### config.mk
export PLATFORM = sky130hd
export DESIGN_NAME = spi_csr_bridge
export DESIGN_NICKNAME = d
export VERILOG_FILES = /design/src/rtl/spi_csr_bridge.sv
export SDC_FILE = /design/constraint.sdc
export NUM_CORES = 1
export LEC_CHECK = 0
export CORE_ASPECT_RATIO = 1.75
export CORE_MARGIN = 2
export CORE_UTILIZATION = 34
export DETAILED_ROUTE_END_ITERATION = 12
export GPL_ROUTABILITY_DRIVEN = 1
export HOLD_SLACK_MARGIN = 0.08
export MAX_ROUTING_LAYER = met4
export PLACE_DENSITY = 0.57
export SLEW_MARGIN = 20
export SYNTH_ARGS = -nofsm -noshare
export SYNTH_HDL_FRONTEND = slang
export SYNTH_SLANG_ARGS = --single-unit
### constraint.sdc
create_clock -name clk -period 2.25 [get_ports clk]
set_clock_uncertainty 0.15 [all_clocks]
set_input_delay 0.675 -clock clk [delete_from_list [all_inputs] [get_ports clk]]
set_output_delay 0.675 -clock clk [all_outputs]
set_load 0.1 [all_outputs]
### src/rtl/spi_csr_bridge.sv
// SPI mode-0 slave, oversampled in the clk domain, issuing single-cycle CSR reads/writes.
// Define SPI_ADDR_INC_EN to auto-increment csr_address after each data-byte access.
module spi_csr_bridge #(
   parameter int A_WIDTH     = 5,
   parameter int SYNC_STAGES = 2
) (
   input  logic               clk,
   input  logic               reset,
   input  logic               nss,
   input  logic               sck,
   input  logic               mosi,
   output logic               miso,
   output logic               miso_oe,
   output logic               chip_select,
   output logic [A_WIDTH-1:0] csr_address,
   output logic               csr_read,
   input  logic [7:0]         csr_readdata,
   output logic               csr_write,
   output logic [7:0]         csr_writedata
);

   typedef enum logic [1:0] {IDLE, CMD, WDATA, RDATA} state_t;

   state_t               state_q, state_d;
   logic [SYNC_STAGES-1:0] nss_sync_q, sck_sync_q, mosi_sync_q;
   logic                 nss_prev_q, sck_prev_q;
   logic [2:0]           bit_cnt_q, bit_cnt_d;
   logic                 miso_oe_q, miso_oe_d;
   logic                 cs_q, cs_d;
   logic                 rd_q, rd_d;
   logic                 wr_q, wr_d;
   logic                 rd_pend_q;
   logic                 hold_q, hold_d;
   logic [A_WIDTH-1:0]   addr_q, addr_d;
   logic [7:0]           wdata_q, wdata_d;
   logic [6:0]           rx_q;
   logic [7:0]           tx_q;

   logic       nss_s, sck_s, mosi_s;
   logic       nss_fall, nss_rise, sck_rise, sck_fall, byte_done;
   logic [7:0] rx_byte;

   assign nss_s     = nss_sync_q[SYNC_STAGES-1];
   assign sck_s     = sck_sync_q[SYNC_STAGES-1];
   assign mosi_s    = mosi_sync_q[SYNC_STAGES-1];
   assign nss_fall  = nss_prev_q & ~nss_s;
   assign nss_rise  = ~nss_prev_q & nss_s;
   assign sck_rise  = sck_s & ~sck_prev_q;
   assign sck_fall  = ~sck_s & sck_prev_q;
   assign rx_byte   = {rx_q, mosi_s};
   assign byte_done = (state_q != IDLE) && sck_rise && (bit_cnt_q == 3'd7);

   // nss chain resets low so a reset taken mid-transaction cannot fake an nss fall.
   always_ff @(posedge clk or posedge reset) begin
      if (reset) begin
         nss_sync_q  <= '0;
         sck_sync_q  <= '0;
         mosi_sync_q <= '0;
         nss_prev_q  <= 1'b0;
         sck_prev_q  <= 1'b0;
      end else begin
         nss_sync_q  <= {nss_sync_q[SYNC_STAGES-2:0], nss};
         sck_sync_q  <= {sck_sync_q[SYNC_STAGES-2:0], sck};
         mosi_sync_q <= {mosi_sync_q[SYNC_STAGES-2:0], mosi};
         nss_prev_q  <= nss_s;
         sck_prev_q  <= sck_s;
      end
   end

   always_ff @(posedge clk or posedge reset) begin
      if (reset) begin
         state_q   <= IDLE;
         bit_cnt_q <= '0;
         miso_oe_q <= 1'b0;
         cs_q      <= 1'b0;
         rd_q      <= 1'b0;
         wr_q      <= 1'b0;
         rd_pend_q <= 1'b0;
         hold_q    <= 1'b0;
         addr_q    <= '0;
         wdata_q   <= '0;
      end else begin
         state_q   <= state_d;
         bit_cnt_q <= bit_cnt_d;
         miso_oe_q <= miso_oe_d;
         cs_q      <= cs_d;
         rd_q      <= rd_d;
         wr_q      <= wr_d;
         rd_pend_q <= rd_q;
         hold_q    <= hold_d;
         addr_q    <= addr_d;
         wdata_q   <= wdata_d;
      end
   end

   always_comb begin
      state_d   = state_q;
      bit_cnt_d = bit_cnt_q;
      miso_oe_d = miso_oe_q;
      cs_d      = cs_q;
      addr_d    = addr_q;
      wdata_d   = wdata_q;
      hold_d    = hold_q;
      rd_d      = 1'b0;
      wr_d      = 1'b0;
      if (nss_rise) begin
         state_d   = IDLE;
         bit_cnt_d = '0;
         cs_d      = 1'b0;
         miso_oe_d = 1'b0;
         hold_d    = 1'b0;
      end else if (state_q == IDLE) begin
         bit_cnt_d = '0;
         hold_d    = 1'b0;
         if (nss_fall) begin
            state_d   = CMD;
            miso_oe_d = 1'b1;
         end
      end else begin
         if (sck_rise) bit_cnt_d = bit_cnt_q + 3'd1;
         if (sck_fall) hold_d = 1'b0;
`ifdef SPI_ADDR_INC_EN
         if (wr_q) addr_d = addr_q + 1'b1;
`endif
         if (byte_done) begin
            // The fall right after a completed byte keeps the freshly loaded MSB on miso.
            hold_d = 1'b1;
            case (state_q)
               CMD: begin
                  addr_d = rx_byte[A_WIDTH-1:0];
                  cs_d   = 1'b1;
                  if (rx_byte[7]) begin
                     state_d = WDATA;
                  end else begin
                     rd_d    = 1'b1;
                     state_d = RDATA;
                  end
               end
               WDATA: begin
                  wr_d    = 1'b1;
                  wdata_d = rx_byte;
               end
               RDATA: begin
                  rd_d = 1'b1;
`ifdef SPI_ADDR_INC_EN
                  addr_d = addr_q + 1'b1;
`endif
               end
               default: ;
            endcase
         end
      end
   end

   always_ff @(posedge clk) begin
      if ((state_q != IDLE) && sck_rise) rx_q <= rx_byte[6:0];
      if (rd_pend_q) tx_q <= csr_readdata;
      else if ((state_q == RDATA) && sck_fall && !hold_q) tx_q <= {tx_q[6:0], 1'b0};
   end

   assign miso          = (state_q == RDATA) & tx_q[7];
   assign miso_oe       = miso_oe_q;
   assign chip_select   = cs_q;
   assign csr_address   = addr_q;
   assign csr_read      = rd_q;
   assign csr_write     = wr_q;
   assign csr_writedata = wdata_q;

endmodule
==> results of run 1 <==
[cell families after synthesis]
group                      after synthesis  share of synthesized area (%)
xor gates and xnor gates                 1                          0.491
and+or+nand+nor                         17                           6.74
DFF                                     47                           70.2
AOI/OAI and AO/OA                       10                           3.93
adders and majority gates                3                           2.11
muxes                                   22                           13.8
buffers and inverters                   10                           2.81
[cells in the final DEF (no fill, tap or decap), types with 2 or more instances in the layout]
cell type        instances
ha_1                     3
buf_4                    2
clkbuf_8                 5
dfrtp_1                 32
nor2_1                   7
nor3_1                   2
mux2_2                  20
edfxtp_1                15
inv_1                    6
nor2b_1                  2
o21bai_1                 2
clkdlybuf4s50_1         12
mux2i_1                  2
buf_12                  18
a21oi_1                  3
[path summary, 6_finish.rpt]
| check | cells past startpoint | startpoint | slack [ns] | endpoint |
|---|---|---|---|---|
| max reg2reg | 5 | bit_cnt_q[0] | 0.41 | csr_writedata[0] |
| min | 0 | mosi_sync_q[0] | 0.20 | mosi_sync_q[1] |
| max in group asynchronous | 3 | reset | 1.04 | miso_oe |
| min in group asynchronous | 3 | reset | 0.60 | csr_address[2] |
| max | 2 | state_q[1] | 0.13 | miso |
| min reg2reg | 0 | mosi_sync_q[0] | 0.20 | mosi_sync_q[1] |
[worst max-delay path: cells and delay by family (launching register included)]
kind,cells,cell delay [ns]
buffers and inverters,1,0.18
DFF,1,0.55
and+or+nand+nor,1,0.26
[routing by layer]
layer	global-route usage (%)	up-vias
li1	-	456
met1	14.8	486
met2	19.0	28
met3	3.35	5
met4	5.07	0
met5	-	-
[stage by stage]
| stage | util [%] | cells |
|---|---|---|
| 2_1_floorplan | - | 110 |
| 3_3_place_gp | 46.2 | 192 |
| 3_5_place_dp | 46.2 | 192 |
| 4_1_cts | 48.5 | 200 |
| 5_1_grt | 48.5 | 200 |
| 6_report | 48.5 | 200 |
[flip-flops by register name (all words and copies together), names as in the netlist, 2 cells and up]
register	flops
rx_q	7
tx_q	8
csr_address	5
mosi_sync_q	2
bit_cnt_q	3
sck_sync_q	2
state_q	2
nss_sync_q	2
csr_writedata	8
[area by class of cell]
class,instances,area [µm²]
fill,436,2580
sequential,47,1250
timing repair buffer,32,495
multi-input combinational,53,482
clock buffer,5,68.8
tap,54,67.6
clock inverter,3,47.5
inverter,6,22.5
[power by group through the flow]
stage               sequential (mW)  clock (mW)  combinational (mW)
floorplan                     0.958           0              0.0476
global placement              0.939           0               0.117
detailed placement            0.940           0               0.118
CTS                           0.922       0.651               0.119
global route                  0.926       0.683               0.125
finish                        0.921       0.637               0.116
==> results.md, run 1 <==
* Unique masters post-synth at 27
* Placed Area at between 2000 and 2500 µm²
* Power Density at about 690 nW/µm²
* Via density at 4.88
* Die X at 58.7 µm
* Total Wirelength at 3070 µm
* Most common cell in the synthesized netlist: dfrtp_1
* Status: finished with violations
* Post-synth EDFFs at 15
* Clock buffer count from CTS at 5
* Clock sinks at 47
* Clock Latency Late Sink at between 0.3 and 0.4 ns
* Final Cycle Share at roughly 94%
* Wl on met1 at 1260 µm
* Leak at between 1 and 1.5 nW
* Cells after synthesis at 110
* Gpl congestion at 0.805
* Crit. End Element: output port
* Peak fanout along the critical path at 9
* Setup repair bufs after CTS at 0
* Synth Area per Inst at approximately 16 µm²
* Power share of the combinational group at 7.0%
* Place WS at 0.412 ns
* Leading area contributor after synthesis: dfrtp_1
* Vias in the first global route at 1,078
* Max stage delay cell, worst path: dfrtp_1
* Fin. Hold Viols at 0
* Syn. warnings at 0
* Ant diodes at 0
* Met3 WL at between 150 and 200 µm
* Switching part of the total at ~23%
* Area growth, synth to finish at 36.6%
* Top cells by instance count after synthesis: dfrtp_1, mux2_2, edfxtp_1
* Worst vdd ir at 387 µV
* DR vias at approximately 980
* CTS tree: yes
* RSZ-0062 raised after global routing: false
* Max Used Layer: met4
* Final Power at 1.67 mW
* Clock power share at a little under two fifths
* Initial antenna violation count at 0
* Layout cell share with drive strength beyond 1 at roughly a third
* Peak Freq at 472 MHz
* Post-Syn Nets at 126
* 1st-pass router iterations at 8
* Failing checks: design-rule violations
* Die area at just under 6000 µm²
* Largest net degree at the start of global routing at 33
* Post-synthesis sequential area ratio at between 70% and 80%
* Min cycle time layout at 2.12 ns
* Ports at 31
* Max-Cap Viols at 0
* Row cnt at 34
* Crit path kind: reg -> out
* Top cells by area, synth: dfrtp_1, edfxtp_1, mux2_2, ha_1, nor2_1
* Total global routing track utilization at 12.2%
* #FFs+latches synth at 47
* Worst slew pin tran at 0.402 ns
* Worst setup slack after layout at approximately 0.13 ns
* Share of the synthesized area in the top cell type at ~45%
* Critical path's largest stage delay at 0.55 ns
* First-pass GRT wire length at 5320 µm
* Clock root buffer: clkbuf_8
* Die height at approximately 100 µm
* Clk slew on worst S/H paths at approximately 0.090 ns
* HP Class: reg -> reg
* Clock Path Buffers at 2
* Post-CTS Resized at 0
* WL/cell at approximately 15 µm
* Remaining Overflow, GRT at 0
* Switching pwr at between 300 and 400 µW
* Setup TNS at 0 ns
* Iteration-0 DRC Markers at 26
* Syn Std Cell Area at ~1800 µm²
* Worst-path cell chain: and3_1 > buf_12
* Design area at ~2400 µm²
* Met2 WL at about 1600 µm
* PortBufs at 30
* Sequential power share at roughly 55%
* Post-route ant nets at 0
* Max-Slew Margin vs Limit at between 70% and 80%
* DRC violation count after routing at 2
* Cell-internal power at roughly 1.3 mW
* Worst setup SP type: flop
* Most used DFF post-synth: dfrtp_1
* Final nets at 161
* Core area at between 5000 and 6000 µm²
* Hpwl dp at 2180 µm
* Final Setup Violations at 0
* Post-synth ARST share at roughly two thirds
* Hold buffer count at cts at 0
* CTS HTree Levels at 2
* Hold slack at between 0.2 and 0.25 ns
* Max-slew violations at 0
* WP data arrival at approximately 1.3 ns
* Starting Density at a little over a third
* WP data required at 1.42 ns
(Power assumes the default switching activity.)
==> run 2, diff against run 1 <==
ABC_AREA = 1   (was default)
clock period = 2.53 ns   (was 2.25 ns; I/O delays follow)
==> results.md, run 2 <==
* Status: finished with violations
* Failing checks: design-rule violations
* Clk slew on worst S/H paths at 0.08 ns
* CP Buf/Inv Count at 1
* Clock sinks at 47
* Max-slew violations at 0
* Die height at ~100 µm
* Remaining Overflow, GRT at 0
* Place WS at roughly 0.58 ns
* Critical path depth at 2
* Largest net degree at the start of global routing at 33
* Post-synth ARST share at about two thirds
* Leading area contributor after synthesis: dfrtp_1
* Multi-input gate area at approximately 490 µm²
* CTS HTree Levels at 2
* FF+latch area at 1250 µm²
* Setup TNS at 0 ns
* 1st-pass router iterations at 8
* Leak at between 1 and 1.5 nW
* Post-CTS Resized at 0
* Worst slew pin tran at just under 0.7 ns
* Post-synthesis sequential area ratio at between 60% and 70%
* Initial antenna violation count at 0
* Die X at 58.9 µm
* Fin. Hold Viols at 0
* End point of the critical path: miso
* Crit path kind: reg -> out
* Layout cell share with drive strength beyond 1 at between 10% and 20%
* Reg2reg start: sck_prev_q
* Commonest cells after routing, fill and taps aside: nand2_1, dfrtp_1, buf_4
* Flop2flop setup slack at roughly 0.85 ns
* Total global routing track utilization at between 10% and 20%
* WP data required at roughly 1.6 ns
* Post-Syn Nets at 179
* Clock Path Buffers at 2
* Max stage delay cell, worst path: dfrtp_1
* Worst setup SP type: flop
* RSZ-0062 raised after global routing: false
* Setup repair bufs after CTS at 0
* First-pass GRT wire length at around 5700 µm
* Worst setup slack after layout at 0.425 ns
* Post-synth EDFFs at 15
* Worst Setup SP: state_q[1]
* Crit. End Element: output port
* CTS tree: yes
* WP data arrival at 1.20 ns
* Area growth, synth to finish at 23.5%
* PortBufs at 30
* #FFs+latches synth at 47
* Most common cell in the synthesized netlist: nand2_1
* Critical path's largest stage delay at between 0.4 and 0.5 ns
* DRC violation count after routing at 4
* Share of the synthesized area in the top cell type at around 45%
* Peak Freq at ~480 MHz
* Die area at around 5900 µm²
* Most used DFF post-synth: dfrtp_1
* Top cells by instance count after synthesis: nand2_1, dfrtp_1, edfxtp_1
* Top cells by area, synth: dfrtp_1, edfxtp_1, nand2_1, o21ai_0, inv_1
* Vias in the first global route at approximately 1,200
* Peak fanout along the critical path at 6
* Hold buffer count at cts at 0
* WL/cell at ~12 µm
* Core area at between 5000 and 6000 µm²
* Ant diodes at 0
* Layout fillers at 515
* Final nets at ~220
* Most common cell after layout, fill and taps aside: nand2_1
* Worst vdd ir at 736 µV
* Clock root buffer: clkbuf_8
* R2r endpoint: csr_address[3]
* Via density at ~4.6
* Unique masters post-synth at 18
* Power Density at around 740 nW/µm²
* Row cnt at 35
* Register-to-Register Path Depth at 6
* Crit path max-delay family: flip-flops
* Post-route ant nets at 0
* Cells after synthesis at between 150 and 200
* Starting Density at between 30% and 40%
* Final Cycle Share at slightly above 80%
* Min cycle time layout at 2.10 ns
* Gpl congestion at 0.742
* Hpwl dp at approximately 2300 µm
* Iteration-0 DRC Markers at 31
* Max-Cap Viols at 0
* DR vias at about 1,200
* Ports at 31
* HP Class: reg -> reg
* Clock buffer count from CTS at 5
* Worst-path cell chain: and3_1 > buf_12
* Syn. warnings at 0
* Final Setup Violations at 0
* Syn Std Cell Area at ~1800 µm²
* Max-Slew Margin vs Limit at 54.6%
* Clock Latency Late Sink at around 0.29 ns
* Synth Area per Inst at 11.0 µm²
* Total Wirelength at between 3000 and 4000 µm
## run 2: cell types whose count changed after synthesis, moves of 2 or more
cell      before  now
o21bai_1       2    0
inv_1          6   12
nor2b_1        2    0
mux2_2        20    0
a21oi_1        3    6
nor3_1         2    0
nand2_1        0   65
o21ai_0        1   12
mux2i_1        2    0
nand4_1        0    3
## run 2: layout make-up
cell class,count,share of cell area [%]
sequential,47,56.5
clock buffer,7,3.45
multi-input combinational,103,22.2
inverter,12,2.04
clock inverter,1,0.226
tap,55,3.11
timing repair buffer,31,12.4
## run 2: kinds of logic (layout without fill, tap and decap cells)
| family | after synthesis | in the layout | share of synthesized area (%) |
|---|---|---|---|
| simple gates | 81 | 81 | 19.8 |
| flops | 47 | 47 | 69.8 |
| compound gates | 18 | 18 | 5.03 |
| buf+inv | 13 | 51 | 2.72 |
| fa+ha+maj | 3 | 3 | 2.10 |
| xor+xnor | 1 | 1 | 0.489 |
## run 2: metrics by stage
stage	hold WS (ns)	std cells	area [µm²]	utilization, %	power (mW)
detailed placement	0.193	248	2130	41.3	1.23
finish	0.204	256	2210	42.8	1.64
floorplan	0.181	163	1790	-	1.13
global route	0.213	256	2210	42.8	1.73
CTS	0.212	256	2210	42.8	1.66
global placement	0.184	248	2130	41.3	1.23
## run 2: how the worst min path moves through the flow
stage,end,slack [ns],depth (start not counted),from
final,nss_sync_q[1],0.20,0,nss_sync_q[0]
after CTS,nss_sync_q[1],0.21,0,nss_sync_q[0]
after detailed placement,nss_sync_q[1],0.19,0,nss_sync_q[0]
after global placement,nss_sync_q[1],0.18,0,nss_sync_q[0]
after global routing,sck_sync_q[1],0.21,0,sck_sync_q[0]
after floorplan,mosi_sync_q[1],0.18,0,mosi_sync_q[0]
## run 2: power breakdown
group          switching, mW  internal, mW  total (mW)  leakage (nW)
clock                  0.230         0.194       0.424        0.0422
sequential            0.0499         0.854       0.904         0.558
combinational          0.217        0.0917       0.308         0.531
## run 2: routing by layer
layer | up-vias | global-route usage [%] | wire length [µm]
met5 | - | - | 0
met4 | 0 | 5.77 | 62
met3 | 6 | 3.09 | 149
met2 | 26 | 20.3 | 1570
met1 | 547 | 16.1 | 1390
li1 | 600 | - | -
